===== src/rtl/countdown_timer.sv =====
// BCD mm:ss countdown timer with load/start/pause control.
// Counts down on tick while running; pulses done at 00:00.
module countdown_timer (
  input  logic       clk,
  input  logic       rst,
  input  logic       tick,
  input  logic       load,
  input  logic [7:0] load_min,
  input  logic [7:0] load_sec,
  input  logic       start,
  input  logic       pause,
  output logic [7:0] min,
  output logic [7:0] sec,
  output logic       running,
  output logic       done,
  output logic       err
);

  typedef enum logic [1:0] {
    IDLE,
    RUN,
    PAUSE,
    EXPIRED
  } state_t;

  state_t     state;
  logic       ld_ok;
  logic       zero;
  logic       last;
  logic [7:0] dmin;
  logic [7:0] dsec;

  assign ld_ok = (load_min[7:4] <= 4'd9) &&
                 (load_min[3:0] <= 4'd9) &&
                 (load_sec[7:4] <= 4'd5) &&
                 (load_sec[3:0] <= 4'd9);

  assign zero = (min == 8'h00) && (sec == 8'h00);
  assign last = (min == 8'h00) && (sec == 8'h01);

  // BCD borrow chain, one second down
  always_comb begin
    dmin = min;
    dsec = sec;
    if (sec[3:0] != 4'd0) begin
      dsec[3:0] = sec[3:0] - 4'd1;
    end else begin
      dsec[3:0] = 4'd9;
      if (sec[7:4] != 4'd0) begin
        dsec[7:4] = sec[7:4] - 4'd1;
      end else begin
        dsec[7:4] = 4'd5;
        if (min[3:0] != 4'd0) begin
          dmin[3:0] = min[3:0] - 4'd1;
        end else begin
          dmin[3:0] = 4'd9;
          dmin[7:4] = min[7:4] - 4'd1;
        end
      end
    end
  end

  always_ff @(posedge clk) begin
    if (rst) begin
      state   <= IDLE;
      min     <= 8'h00;
      sec     <= 8'h00;
      running <= 1'b0;
      done    <= 1'b0;
      err     <= 1'b0;
    end else begin
      done <= 1'b0;
      err  <= 1'b0;
      if (load && state != RUN) begin
        if (ld_ok) begin
          min     <= load_min;
          sec     <= load_sec;
          state   <= IDLE;
          running <= 1'b0;
        end else begin
          err <= 1'b1;
        end
      end else begin
        unique case (state)
          RUN: begin
            // expiry outranks a coincident pause
            if (tick && last) begin
              min     <= 8'h00;
              sec     <= 8'h00;
              state   <= EXPIRED;
              running <= 1'b0;
              done    <= 1'b1;
            end else begin
              if (tick && !zero) begin
                min <= dmin;
                sec <= dsec;
              end
              if (pause) begin
                state   <= PAUSE;
                running <= 1'b0;
              end
            end
          end
          IDLE, PAUSE: begin
            if (start && !zero) begin
              state   <= RUN;
              running <= 1'b1;
            end
          end
          EXPIRED: begin
            min <= 8'h00;
            sec <= 8'h00;
          end
          default: state <= IDLE;
        endcase
      end
    end
  end

endmodule


===== config.mk =====
export PLATFORM = sky130hd
export DESIGN_NAME = countdown_timer
export DESIGN_NICKNAME = d
export VERILOG_FILES = /design/src/rtl/countdown_timer.sv
export SDC_FILE = /design/constraint.sdc
export NUM_CORES = 1
export LEC_CHECK = 0
export BUFFER_PORTS_ARGS = -buffer_cell sky130_fd_sc_hd__buf_2
export CAP_MARGIN = 20
export CORE_UTILIZATION = 29
export DETAILED_ROUTE_END_ITERATION = 7
export PLACE_DENSITY = 0.51
export SLEW_MARGIN = 20
export SYNTH_ARGS = -nofsm -noshare
export SYNTH_HDL_FRONTEND = slang
export SYNTH_SLANG_ARGS = --single-unit

===== constraint.sdc =====
create_clock -name clk -period 1.9 [get_ports clk]
set_input_delay 0.095 -clock clk [delete_from_list [all_inputs] [get_ports clk]]
set_output_delay 0.095 -clock clk [all_outputs]
set_load 0.005 [all_outputs]

==> metrics.yaml, run 1 <==
nFillCells: 478
nets: 280
cts_tree: "done"
viasPerCell: 5.32
synthTopCellsByArea: "dfxtp_1 (29%), a21oi_1 (6.1%), a32oi_1 (6.0%)"
grt_pass1_wl_um: 7420
yosysTopAreaCellShare_pct: 28.6
synth_area_sq_mm: 0.00147
boundaryPins: 41
cts_root_buffer: "clkbuf_8"
rsz0062_at_grt: "yes"
end_kind: "flop"
ctsHtreeMaxLevel: 1
grt_pass1_vias: 1522
ant_nets: 0
cts.sinks: 21
internal_power_mw: 1.51
ys_ff_latch: 21
hold_viol: 0
clk_pin_slew_worst_paths_ns: 0.08
fmax_mhz: 510
p_comb_share_pct: 62.8
multi_input_area_sq_mm: 0.00116
critPathMaxFanout: 4
ys_seq_area_share_pct: 28.6
die_h_um: 73.2
synth_most_common_cell: "dfxtp_1"
drt-total-wl_um: 4610
io_buffer_count: 40
yosys_warnings: 0
setup_slack_ns: -0.0590
clock_path_buffers: 2
ys_top_cells_by_count: "dfxtp_1 (21), a21oi_1 (18), nor2_1 (14)"
maxSlewHeadroom_pct: 61.1
regArea_sq_um: 430
wl_per_cell_um: 14.5
synthFlopType: "dfxtp_1"
clkLatencyLatePin_ns: 0.26
place_congestion: 0.775
synthDistinctLibCells: 42
grt_antenna_before_repair: 0
hold_path_class: "in -> reg"
p_seq_share_pct: 25.1
fp.dieW_um: 73.2
worst_pin_slew_ns: 0.584
initialDrtViolationCount: 84
drcViolationCount: 0
period_share_pct: 103
period_minus_slack_ns: 1.96
switchingPower_uw: 959
n_antenna_cell: 0
violations: "setup timing"
cp.required_ns: 2.05
start_kind: "flop"
dp.cells: 309
cts_buffers: 3
floorplan.initialDensity_pct: 30.5
grt-ovfl-total: 0
r2r_slack_ns: -0.06
fin_skew_ns: 0.00834
ctsHoldBuffers: 0
rows: 25
avgSynthCellArea_sq_um: 8.55
syn_nets: 200
swShare_pct: 38.9
syn_to_final_growth_pct: 59.7
arrival_ns: 2.11
ir_drop_mv: 0.460
synth-edff-count: 0
fin_total_pwr_mw: 2.47
setup_viol: 10
drive_gt1_share_pct: 55.4
syn_inst: 172
drtPass1Iterations: 4
total_leakage_power_nw: 1.02
die_area_sq_mm: 0.00536
worstSetupPathType: "reg -> reg"
grt_max_degree: 30
drv_cap: 0
run_status: "finished, violations left"
cellPowerDensity_mw_per_mm2: 1050
instances_no_fill: 318
core_area_sq_mm: 0.00482
drv_slew: 0
vias: 1691
async_reset_ff_share_pct: 0
place_hpwl_um: 3320
yosysTopAreaCell: "dfxtp_1"
place_ws_ns: -0.146
clkPwrFrac_pct: 12.1
globalRouteTotalUtil_pct: 18.1
## cell usage in the layout, fill, tap and decap left out, types with 4 or more instances in the layout
| master | count |
|---|---|
| a211oi_2 | 4 |
| inv_2 | 7 |
| mux2_4 | 5 |
| nor3_1 | 6 |
| a32oi_1 | 10 |
| nor2b_1 | 4 |
| nor3b_4 | 4 |
| nor2_1 | 14 |
| dfxtp_1 | 13 |
| o31ai_1 | 6 |
| buf_2 | 40 |
| buf_4 | 40 |
| dfxtp_2 | 8 |
| o21ai_0 | 7 |
| xor2_1 | 4 |
| a21oi_1 | 14 |
| ha_4 | 4 |
## cell families (layout without fill, tap and decap cells)
family | after synthesis | after routing | share of synthesized area [%]
AOI/OAI and AO/OA | 64 | 64 | 31.1
xor gates and xnor gates | 6 | 6 | 3.57
adders and majority gates | 6 | 6 | 5.10
buffers and inverters | 20 | 99 | 5.87
DFF | 21 | 21 | 28.6
muxes | 9 | 9 | 6.63
and+or+nand+nor | 46 | 46 | 19.1
## metal layers
metal / track usage (%) / part of all wire, %
met5: 0 / 0
met4: 4.14 / 0.78
met3: 4.14 / 5.7
met2: 29.0 / 48
met1: 24.5 / 45
## repair_timing
action,4_1_cts,5_1_grt
pin swaps,12,10
buffers inserted,2,3
resized for setup,33,13
setup endpoints to repair,17,19
gates cloned,1,0
## worst max-delay path, stage by stage, from the launching register on
cell and delay [ns]:
dfxtp_2 0.34, buf_6 0.12, inv_4 0.05, ha_4 0.11, nor3b_4 0.21, nand4_1 0.24
a211o_1 0.35, nand3_2 0.12, mux2_4 0.30
## final cells by class
type / count / area share, %
timing repair buffer: 85 / 25.0
tap: 67 / 3.57
sequential: 21 / 18.3
clock buffer: 4 / 1.92
inverter: 10 / 1.70
multi-input combinational: 131 / 49.5
## stage by stage
| stage | setup TNS [ns] | hold WS (ns) | util, % | instance area, sq um |
|---|---|---|---|---|
| floorplan | 0 | 0.280 | - | 1500 |
| global placement | -1.04 | 0.465 | 42.8 | 2060 |
| detailed placement | -1.05 | 0.447 | 42.8 | 2060 |
| CTS | -0.399 | 0.216 | 47.2 | 2270 |
| global route | -1.69 | 0.225 | 48.8 | 2350 |
| finish | -0.218 | 0.213 | 48.8 | 2350 |
## registers in the layout, indices dropped and copies added (netlist names)
signal   cells
sec          8
min          8
done         1
state        2
err          1
running      1
## worst paths after layout
| check | startpoint | endpoint | depth (start not counted) |
|---|---|---|---|
| setup / recovery | sec[0] | running | 8 |
| hold reg to reg | sec[1] | sec[1] | 3 |
| hold / removal | load_min[6] | min[6] | 4 |
| setup reg to reg | sec[0] | running | 8 |
## power groups by stage
stage	clock [mW]	combinational [mW]	sequential, mW
after floorplan	0	0.723	0.642
after global placement	0	1.30	0.615
after detailed placement	0	1.30	0.613
after CTS	0.309	1.48	0.616
after global routing	0.338	1.69	0.632
final	0.297	1.55	0.620
Power figures use the tool's default switching activity.
==> inputs of run 2 (changes only) <==
--- a/config.mk
+++ b/config.mk
@@ -9,6 +9,8 @@
 export CAP_MARGIN = 20
 export CORE_UTILIZATION = 29
 export DETAILED_ROUTE_END_ITERATION = 7
+export GPL_TIMING_DRIVEN = 0
+export HOLD_SLACK_MARGIN = 0.03
 export PLACE_DENSITY = 0.51
 export SLEW_MARGIN = 20
 export SYNTH_ARGS = -nofsm -noshare
==> constraint.sdc (replaced) <==
create_clock -name clk -period 1.9 [get_ports clk]
set_input_delay 0.19 -clock clk [delete_from_list [all_inputs] [get_ports clk]]
set_output_delay 0.19 -clock clk [all_outputs]
set_load 0.005 [all_outputs]
==> run 2 against run 1 <==
Net effect:
- the run still ends with setup timing left
- final area fell by 11%
- sequential share of layout area is 2.5 points higher
- utilization shrank 5.5 points
- register-to-register slack got worse by 0.04 ns
- non-clock buffer count down 17
- clock skew is 0.0061 ns lower
- maximum frequency shrank 1.9%
- total power is 9.2% lower
- global-route usage decreased by 0.58 points
- critical endpoint is now min[5]
==> metrics.yaml, run 2 (same netlist as run 1, synthesis figures left out) <==
fmax_mhz: 501  # was 510 MHz
timing.rr.start: "min[1]"  # was sec[0]
ir_drop_mv: 0.492  # was 0.460 mV
rsz0062_at_grt: "yes"  # unchanged
maxSlewHeadroom_pct: 53.3  # was 61.1%
period_share_pct: 105  # was 103%
cts_tree: "done"  # unchanged
run_status: "finished, violations left"  # unchanged
place_congestion: 0.782  # was 0.775
grt_antenna_before_repair: 0  # unchanged
fin_util_pct: 43.2  # was 48.8%
hold_path_depth: 3  # was 4
hold_viol: 0  # unchanged
ctsHtreeMaxLevel: 1  # unchanged
final_cell_mix: "buf_2 (42), buf_4 (19), a21oi_1 (17)"  # was buf_2 (40), buf_4 (40), a21oi_1 (14), nor2_1 (14), dfxtp_1 (13)
setup_slack_ns: -0.0973  # was -0.0590 ns
grt_max_degree: 12  # was 30
rows: 25  # unchanged
fp.dieW_um: 73.2  # unchanged
drcViolationCount: 0  # unchanged
die_h_um: 73.2  # unchanged
fin_total_pwr_mw: 2.24  # was 2.47 mW
worst_pin_slew_ns: 0.701  # was 0.584 ns
ant_nets: 0  # unchanged
cellPowerDensity_mw_per_mm2: 1070  # was 1050 mW/mm^2
place_ws_ns: -0.241  # was -0.146 ns
place_hpwl_um: 3110  # was 3320 um
grt_pass1_vias: 1450  # was 1,522
viasPerCell: 5.34  # was 5.32
cp.required_ns: 2.05  # about the same
r2r_slack_ns: -0.1  # was -0.06 ns
cts_root_buffer: "clkbuf_8"  # unchanged
arrival_ns: 2.15  # was 2.11 ns
drt-total-wl_um: 4470  # was 4610 um
rr_worst_depth: 7  # was 8
cts_buffers: 3  # unchanged
syn_to_final_growth_pct: 41.6  # was 59.7%
drive_gt1_share_pct: 47.4  # was 55.4%
final_common_cell: "buf_2"
drtPass1Iterations: 4  # unchanged
initialDrtViolationCount: 76  # was 84
reg_top3: "min: 8 flops, sec: 8 flops, state: 2 flops"  # unchanged
drv_slew: 0  # unchanged
end_kind: "flop"  # unchanged
total_leakage_power_nw: 0.895  # was 1.02 nW
grt_pass1_wl_um: 7160  # was 7420 um
setup_viol: 12  # was 10
clkLatencyLatePin_ns: 0.26  # about the same
crit_path_top_delay_cell: "a311o_2"  # was a211o_1
start_kind: "flop"  # unchanged
ctsHoldBuffers: 0  # unchanged
hold_start: "rst"  # was load_min[6]
boundaryPins: 41  # unchanged
dp.cells: 279  # was 309
crit_chain: "inv_2 -> ha_4 -> nor3b_4 -> nand3_1 -> a311o_2 -> o211ai_4 -> mux2_4"  # was buf_6 -> inv_4 -> ha_4 -> nor3b_4 -> nand4_1 -> a211o_1 -> nand3_2 -> mux2_4
nets: 263  # was 280
worstSetupPathType: "reg -> reg"  # unchanged
critPathMaxStageDelay_ns: 0.45  # was 0.35 ns
floorplan.initialDensity_pct: 30.5  # unchanged
whs_endpoint: "sec[0]"  # was min[6]
violations: "setup timing"  # unchanged
clk_pin_slew_worst_paths_ns: 0.08  # about the same
fin_skew_ns: 0.00228  # was 0.00834 ns
io_buffer_count: 40  # unchanged
cts.sinks: 21  # unchanged
critPathMaxFanout: 5  # was 4
grt-ovfl-total: 0  # unchanged
hold_path_class: "in -> reg"  # unchanged
core_area_sq_mm: 0.00482  # unchanged
n_antenna_cell: 0  # unchanged
vias: 1606  # was 1,691
wl_per_cell_um: 14.9  # was 14.5 um
period_minus_slack_ns: 2.00  # was 1.96 ns
r2r_end: "min[5]"  # was running
drv_cap: 0  # unchanged
die_area_sq_mm: 0.00536  # unchanged
instances_no_fill: 301  # was 318
clock_path_buffers: 2  # unchanged
globalRouteTotalUtil_pct: 17.5  # was 18.1%
run 2: worst max-delay path, delay by kind of cell, from the launching register on:
kind,cells,cell delay [ns]
buffers and inverters,1,0.08
DFF,1,0.33
AOI/OAI and AO/OA,2,0.61
muxes,1,0.33
adders and majority gates,1,0.13
and+or+nand+nor,2,0.40
run 2: layout make-up:
cell class                      count  area, sq um
Inverter                           10         37.5
Tap cell                           67         83.8
Buffer                              9         50.0
Timing Repair Buffer               59          347
Clock buffer                        4         45.0
Sequential cell                    21          433
Fill cell                         510         2730
Multi-Input combinational cell    131         1090
run 2: report_power, final:
part	internal, mW	leakage, nW	switching [mW]	total, mW
Clock	0.150	0.0228	0.154	0.303
Sequential	0.533	0.176	0.112	0.645
Combinational	0.666	0.696	0.624	1.29
Total	1.35	0.895	0.890	2.24
run 2: how the worst max path moves through the flow:
stage	from	to	slack, ns	cells after the start
after floorplan	min[1]	min[4]	0.003	7
after global placement	min[1]	min[4]	-0.25	8
after detailed placement	min[1]	min[5]	-0.24	7
after CTS	min[0]	min[5]	-0.09	7
after global routing	sec[5]	min[5]	-0.16	7
final	min[1]	min[5]	-0.1	7
run 2: stage by stage:
stage / cell area (sq um) / hold slack [ns] / setup TNS, ns
6_report: 2080 / 0.205 / -0.471
2_1_floorplan: 1500 / 0.375 / 0
5_1_grt: 2080 / 0.209 / -2.04
3_5_place_dp: 1780 / 0.492 / -2.97
3_3_place_gp: 1780 / 0.499 / -3.04
4_1_cts: 2030 / 0.198 / -0.347
run 2: repair_timing:
action | 4_1_cts | 5_1_grt
endpoints found under the setup margin | 19 | 19
setup buffers | 14 | 5
gates resized for setup | 26 | 6
pin swaps | 12 | 9
run 2: layer usage:
layer / up-vias / share of wire (%) / global-route usage (%)
met4: 0 / 0.92 / 4.36
met1: 774 / 48 / 23.3
li1: 788 / - / -
met2: 40 / 47 / 28.7
met3: 4 / 3.6 / 3.59
met5: - / 0 / 0
==> inputs of run 3 (changes only) <==
--- a/config.mk
+++ b/config.mk
@@ -8,6 +8,7 @@
 export BUFFER_PORTS_ARGS = -buffer_cell sky130_fd_sc_hd__buf_2
 export CAP_MARGIN = 20
 export CORE_UTILIZATION = 29
+export CTS_BUF_LIST = sky130_fd_sc_hd__clkbuf_8
 export DETAILED_ROUTE_END_ITERATION = 7
 export GPL_TIMING_DRIVEN = 0
 export HOLD_SLACK_MARGIN = 0.03
==> run 3 against run 2 <==
Net effect:
- the flow still finishes with violations (setup timing)
- global-route usage unchanged
- sequential cell count unchanged
- die area unchanged
- combinational power about the same
- clock skew about the same
- critical path type unchanged
==> metrics.yaml, run 3 (same netlist as run 1, synthesis figures left out) <==
grt-ovfl-total: 0  # unchanged
drv_cap: 0  # unchanged
ant_nets: 0  # unchanged
nets: 263  # unchanged
die_h_um: 73.2  # unchanged
initialDrtViolationCount: 76  # unchanged
final_cell_mix: "buf_2 (42), buf_4 (19), a21oi_1 (17)"  # unchanged
cts_buffers: 3  # unchanged
setup_viol: 12  # unchanged
hold_path_class: "in -> reg"  # unchanged
globalRouteTotalUtil_pct: 17.5  # unchanged
rsz0062_at_grt: "yes"  # unchanged
routed-wl-met3_um: 162  # unchanged
fin_skew_ns: 0.00217  # was 0.00228 ns
fp.dieW_um: 73.2  # unchanged
grt_max_degree: 12  # unchanged
total_leakage_power_nw: 0.899  # was 0.895 nW
holdWs_ns: 0.205  # about the same
drt-total-wl_um: 4470  # about the same
place_hpwl_um: 3110  # unchanged
top_layer_used: "met4"  # unchanged
syn_to_final_growth_pct: 41.6  # unchanged
violations: "setup timing"  # unchanged
setup_slack_ns: -0.0969  # was -0.0973 ns
start_kind: "flop"  # unchanged
ir_drop_mv: 0.492  # about the same
run_status: "finished, violations left"  # unchanged
reg_top3: "min: 8 flops, sec: 8 flops, state: 2 flops"  # unchanged
cp.required_ns: 2.05  # about the same
clk_pin_slew_worst_paths_ns: 0.08  # about the same
grt_pass1_vias: 1450  # unchanged
place_congestion: 0.782  # unchanged
grt_pass1_wl_um: 7160  # unchanged
worst_pin_slew_ns: 0.701  # unchanged
drive_gt1_share_pct: 47.4  # unchanged
viasPerCell: 5.34  # about the same
drtPass1Iterations: 4  # unchanged
place_area_sq_mm: 0.00178  # unchanged
hold_viol: 0  # unchanged
drcViolationCount: 0  # unchanged
core_area_sq_mm: 0.00482  # unchanged
io_buffer_count: 40  # unchanged
wl_per_cell_um: 14.9  # about the same
maxSlewHeadroom_pct: 53.3  # unchanged
fin_total_pwr_mw: 2.23  # was 2.24 mW
end_kind: "flop"  # unchanged
period_minus_slack_ns: 2.00  # about the same
place_ws_ns: -0.241  # unchanged
cts_root_buffer: "clkbuf_8"  # unchanged
period_share_pct: 105  # about the same
arrival_ns: 2.15  # about the same
ctsHtreeMaxLevel: 1  # unchanged
vias: 1607  # was 1,606
worstSetupPathType: "reg -> reg"  # unchanged
fmax_mhz: 501  # about the same
cts_tree: "done"  # unchanged
cellPowerDensity_mw_per_mm2: 1070  # about the same
floorplan.initialDensity_pct: 30.5  # unchanged
fin_util_pct: 43.2  # unchanged
m1WireLength_um: 2160  # unchanged
route.met2.wl_um: 2110  # unchanged
grt_antenna_before_repair: 0  # unchanged
cts.sinks: 21  # unchanged
boundaryPins: 41  # unchanged
final_design_area_no_fill_sq_mm: 0.00208  # unchanged
rows: 25  # unchanged
final_common_cell: "buf_2"  # unchanged
n_antenna_cell: 0  # unchanged
clock_path_buffers: 2  # unchanged
die_area_sq_mm: 0.00536  # unchanged
clkLatencyLatePin_ns: 0.26  # about the same
critPathMaxFanout: 5  # unchanged
drv_slew: 0  # unchanged
[run 3: changes by cell type in the layout (fill, tap and decap cells not counted)]
cell | previous run | this run
clkbuf_1 | 4 | 3
inv_1 | 3 | 4
[run 3: power by group]
group | internal, mW | switching (mW)
Sequential | 0.533 | 0.112
Combinational | 0.666 | 0.624
Clock | 0.144 | 0.154
[run 3: worst paths after layout]
| kind | start | end | slack [ns] | depth (start not counted) |
|---|---|---|---|---|
| setup / recovery | min[1] | min[5] | -0.1 | 7 |
| hold / removal | rst | sec[0] | 0.20 | 3 |
| setup reg to reg | min[1] | min[5] | -0.1 | 7 |
| hold reg to reg | sec[1] | sec[1] | 0.52 | 2 |
[run 3: worst max-delay path, stage by stage, from the launching register on]
cell      delay [ns]
dfxtp_2         0.33
inv_2           0.08
ha_4            0.13
nor3b_4         0.29
nand3_1         0.11
a311o_2         0.45
o211ai_4        0.16
mux2_4          0.33
[run 3: per-layer routing]
layer	up-vias	track usage [%]
li1	788	-
met1	775	23.3
met2	40	28.7
met3	4	3.59
met4	0	4.36
met5	-	0
[run 3: layout make-up]
| type | instances | area, sq um |
|---|---|---|
| Fill cell | 510 | 2730 |
| Multi-Input combinational cell | 131 | 1090 |
| Sequential cell | 21 | 433 |
| Timing Repair Buffer | 59 | 347 |
| Tap cell | 67 | 83.8 |
| Buffer | 9 | 50.0 |
| Clock buffer | 3 | 41.3 |
| Inverter | 10 | 37.5 |
| Clock inverter | 1 | 3.75 |
[run 3: per-stage QoR]
| step | cells | TNS (ns) |
|---|---|---|
| after CTS | 296 | -0.345 |
| final | 301 | -0.469 |
| after floorplan | 172 | 0 |
| after global placement | 279 | -3.04 |
| after detailed placement | 279 | -2.97 |
| after global routing | 301 | -2.04 |
[run 3: repair_timing]
action | CTS | global route
pin swaps | 12 | 9
buffers inserted | 14 | 5
endpoints found under the setup margin | 19 | 19
hold buffers | 0 | 0
resized for setup | 26 | 6
hold endpoints to repair | 0 | 0
